File: src/rtl/sprite_address_gen.sv
// sprite_address_gen: per-slot sprite-ROM address generator with IDLE/ACTIVE/DONE burst FSM.
// Optional SPRITE_FLIP_EN macro enables horizontal/vertical texel flipping from descriptor bits [30:29].
module sprite_address_gen #(
    parameter int SIZE_X   = 10,
    parameter int SIZE_Y   = 10,
    parameter int SPRITE_W = 20,
    parameter int SPRITE_H = 20,
    parameter int ADDR_W   = 14
) (
    input  logic              clk_pixel,
    input  logic              reset,
    input  logic [SIZE_X-1:0] pixel_x,
    input  logic [SIZE_Y-1:0] pixel_y,
    input  logic [31:0]       sprite_datas,
    input  logic              sprite_on,
    output logic [ADDR_W-1:0] memory_address,
    output logic              address_valid,
    output logic              counter_finished
);
    localparam logic [ADDR_W-1:0] ADDRESS_BG = '1;
    localparam int CW = $clog2(SPRITE_W + 1);
`ifdef SPRITE_FLIP_EN
    localparam int DW = 31;
`else
    localparam int DW = 29;
`endif
    typedef enum logic [1:0] {IDLE, ACTIVE, DONE} state_t;
    state_t state, state_nx;
    logic [CW-1:0] counter, counter_nx;
    logic [DW-1:0] desc, desc_nx;
    logic [ADDR_W-1:0] addr_nx, texel;
    logic valid_nx, fin_nx, hit;
    logic [10:0] px, py, x0, y0, col, row;
    // Bounds are evaluated at 11 bits so x+W / y+H never wrap at the screen edge.
    assign px = 11'(pixel_x);
    assign py = 11'(pixel_y);
    assign x0 = {1'b0, desc[28:19]};
    assign y0 = {1'b0, desc[18:9]};
    assign hit = (px >= x0) && (px < x0 + 11'(SPRITE_W)) && (py >= y0) && (py < y0 + 11'(SPRITE_H));
`ifdef SPRITE_FLIP_EN
    assign col = desc[29] ? 11'(SPRITE_W - 1) - (px - x0) : px - x0;
    assign row = desc[30] ? 11'(SPRITE_H - 1) - (py - y0) : py - y0;
`else
    assign col = px - x0;
    assign row = py - y0;
`endif
    assign texel = ADDR_W'(desc[8:0]) * ADDR_W'(SPRITE_W * SPRITE_H)
                 + ADDR_W'(row) * ADDR_W'(SPRITE_W) + ADDR_W'(col);
    always_comb begin
        state_nx   = state;
        counter_nx = counter;
        desc_nx    = desc;
        addr_nx    = ADDRESS_BG;
        valid_nx   = 1'b0;
        fin_nx     = 1'b0;
        case (state)
            IDLE: if (sprite_on && sprite_datas[31]) begin
                desc_nx    = sprite_datas[DW-1:0];
                counter_nx = '0;
                state_nx   = ACTIVE;
            end
            ACTIVE: if (!sprite_on) begin
                counter_nx = '0;
                state_nx   = IDLE;
            end else begin
                addr_nx    = hit ? texel : ADDRESS_BG;
                valid_nx   = hit;
                counter_nx = counter + CW'(1);
                state_nx   = (counter == CW'(SPRITE_W - 1)) ? DONE : ACTIVE;
            end
            DONE: begin
                fin_nx   = 1'b1;
                state_nx = IDLE;
            end
            default: state_nx = IDLE;
        endcase
    end
    // Registers update on the falling edge so the ROM can sample on the rising edge.
    always_ff @(negedge clk_pixel) begin
        if (reset) begin
            state            <= IDLE;
            counter          <= '0;
            desc             <= '0;
            memory_address   <= ADDRESS_BG;
            address_valid    <= 1'b0;
            counter_finished <= 1'b0;
        end else begin
            state            <= state_nx;
            counter          <= counter_nx;
            desc             <= desc_nx;
            memory_address   <= addr_nx;
            address_valid    <= valid_nx;
            counter_finished <= fin_nx;
        end
    end
endmodule
File: config.mk
export PLATFORM = sky130hd
export DESIGN_NAME = sprite_address_gen
export DESIGN_NICKNAME = d
export VERILOG_FILES = /design/src/rtl/sprite_address_gen.sv
export SDC_FILE = /design/constraint.sdc
export NUM_CORES = 1
export LEC_CHECK = 0
export BUFFER_PORTS_ARGS = -buffer_cell sky130_fd_sc_hd__buf_4
export CAP_MARGIN = 10
export CORE_UTILIZATION = 46
export CTS_BUF_LIST = sky130_fd_sc_hd__clkbuf_4 sky130_fd_sc_hd__clkbuf_8
export DETAILED_ROUTE_END_ITERATION = 10
export HOLD_SLACK_MARGIN = 0.05
export PLACE_DENSITY = 0.77
export SLEW_MARGIN = 20
export SYNTH_ARGS = -nofsm -noshare
export SYNTH_HDL_FRONTEND = slang
export SYNTH_SLANG_ARGS = --single-unit
export TNS_END_PERCENT = 5
File: constraint.sdc
create_clock -name clk_pixel -period 11.5 [get_ports clk_pixel]
set_input_delay 1.725 -clock clk_pixel [delete_from_list [all_inputs] [get_ports clk_pixel]]
set_output_delay 1.725 -clock clk_pixel [all_outputs]
set_load 0.01 [all_outputs]
==> impl_metrics.toml <==
[run_status]
outcome = "complete, no violations"

[global_routing]
grt_max_degree = 39
grt_pass1_wl_um = 18100
track_usage_pct = 21.6
gr-total-overflow = 0
antenna_found_initial = 0
grt_pass1_vias = 4485

[clock_tree]
cts_buffer_depth = 2
clockRootBuffer = "clkbuf_8"
cts_inserted_buffers = 5
path_clk_slew_ps = 40
clk_latency_ps = 400
cts.sinks = 52
tritoncts = "done"
cts_hold_buf = 0
htree_levels = 2

[yosys]
netlist_top_cells_area = "ha_1, dfxtp_1, xnor2_1, a21oi_1, fa_1"
ys.flop_type = "dfxtp_1"
seq_area_frac_synth_pct = 22.0
synthCells = 568
async_reset_ff_share_pct = 0
synth.largest_area_cell = "ha_1"
synth.distinct_cells = 46
avgSynthCellArea_um2 = 8.32
yosysMostFrequentCell = "ha_1"
synth-seq-cells = 52
yosysTopAreaCellShare_pct = 22.5
synth_commonest_cells = "ha_1, inv_1, nand2_1"
synth-edff-count = 0
ys_warn_count = 0
syn_area_um2 = 4720
synth.net_count = 723

[timing]
worstMarginPinSlew_ps = 997
slew_viol_final = 0
fin_skew_ps = 23.6
relSlewSlack_pct = 33.4
setup_viol = 0
fin_hold_ws_ps = 458
rsz0062_at_grt = "true"
finalHoldViolations = 0

[floorplan]
fp.dieH_um = 103
core_area_um2 = 9860
die_w_um = 103
io_pins = 71
num_rows = 36
initial_core_util_pct = 47.9
die_area_um2 = 10700

[cells_and_area]
final_cell_area_um2 = 5990
drive_gt1_share_pct = 19.4
multi_input_area_um2 = 3460
final_util_pct = 60.7
seq_area_um2 = 1040
antenna_cells = 0
syn_to_final_growth_pct = 26.9
stdcell_count = 848
fin_nets = 869
fillers = 834

[setup_path]
r2r_start = "desc[11]"
reg2reg_depth = 25
critPathLaunch = "pixel_y[0]"
critPathMaxFanout = 2
critical_path_class = "input port to flip-flop"
required_ps = 6010
arrival_ps = 5790
start_kind = "input port"
cp-end-kind = "flip-flop"

[power]
p_per_area_nw_per_um2 = 173
ir_worst_vdd_uv = 110
p_leak_uw = 0.00292

[detailed_routing]
drtIter0Drc = 145
drc = 0
drtAntennaViolNets = 0
viasPerCell = 5.16
routed-via-count = 4376
first_pass_iters = 5
routedWlPerCell_um = 12.6
wirelength_um = 10700

[placed_design]
place.gp.congestion = 0.892
numPlacedInstances = 788
dpl-instance-area_um2 = 5580
portBuffers = 68
hpwl_um = 8610

[worst_hold_path]
hold_class = "flip-flop to flip-flop"
min-delay-start = "desc[28]"
whs_path_depth = 2

[run]
maxCapViolCount = 0
==> worst max-delay path, cell delays in order <==
cell      delay (ps)
buf_4             80
inv_1             40
ha_1             220
fa_2             350
nor2b_1          110
o21ai_0           90
nand2b_1         170
xor2_2           200
ha_4             240
ha_1             290
a21o_1           170
a21oi_2          160
o21bai_1         110
a21oi_2          150
o21ai_1           80
xor2_1           150
ha_1             210
xor2_2           160
xnor2_1          140
xnor2_1          130
xnor2_1          250
xnor2_1          190
xnor2_1          160
xnor2_1          160
nand2_2           60
==> state kept, by name (all words and copies together) (netlist names) <==
register / count
desc: 29
memory_address: 14
counter: 5
state: 2
address_valid: 1
counter_finished: 1
==> stage by stage <==
step                      worst slack [ps]  total power (uW)  TNS, ps
after floorplan                       9.67               657        0
after global placement                -266               815     -601
after detailed placement              -377               839     -917
after CTS                             3.21              1020        0
after global routing                 -6.99              1160    -6.99
final                                  226              1040        0
==> layer usage <==
metal  track usage (%)  vias up  part of all wire, %
li1                  -     2213                    -
met4              10.1        0                  2.4
met3              5.98       23                  4.8
met2              39.5      115                   51
met5                 0        -                    0
met1              22.9     2025                   42
==> worst paths after layout <==
check | end | slack (ps)
max | memory_address[13] | 230
min | desc[28] | 460
max reg2reg | memory_address[13] | 7010
min reg2reg | desc[28] | 460
==> repair_timing <==
action                                 4_1_cts  5_1_grt
buffers inserted                             0        1
setup endpoints to repair                    0        3
endpoints found under the hold margin        0        0
resized for setup                            0       20
==> report_power, final <==
| part | internal, uW | leakage [uW] | switching [uW] | total, uW |
|---|---|---|---|---|
| Clock | 71.7 | 0.000331 | 122 | 193 |
| Sequential | 186 | 0.000423 | 5.65 | 192 |
| Combinational | 332 | 0.00217 | 322 | 654 |
==> placed cells by master (no fill, tap or decap), drive strengths merged, types with 5 or more instances in the layout <==
| cell | n |
|---|---|
| inv | 128 |
| fa | 15 |
| ha | 85 |
| nand2 | 80 |
| dfxtp | 52 |
| o21ai | 23 |
| o21bai | 6 |
| nor3 | 5 |
| clkbuf | 5 |
| buf | 100 |
| nor2b | 8 |
| a21o | 13 |
| nor2 | 15 |
| a21oi | 64 |
| xor2 | 14 |
| nand4 | 5 |
| xnor2 | 40 |
| nand3 | 10 |
| nand2b | 9 |
==> cell families after synthesis <==
family / after synthesis / share of synthesized area, %
AOI/OAI and AO/OA: 133 / 17.8
xor gates and xnor gates: 54 / 10.0
adders and majority gates: 100 / 28.9
buffers and inverters: 86 / 7.18
DFF: 52 / 22.0
and+or+nand+nor: 143 / 14.1
==> final cells by class <==
type                       count  share of cell area, %
inverter                      73                   4.57
clock buffer                   5                   1.15
timing repair buffer         100                   12.5
sequential                    52                   17.4
clock inverter                55                   3.86
multi-input combinational    430                   57.7
tap                          133                   2.78
No activity file was read; power rests on OpenSTA's default activity.
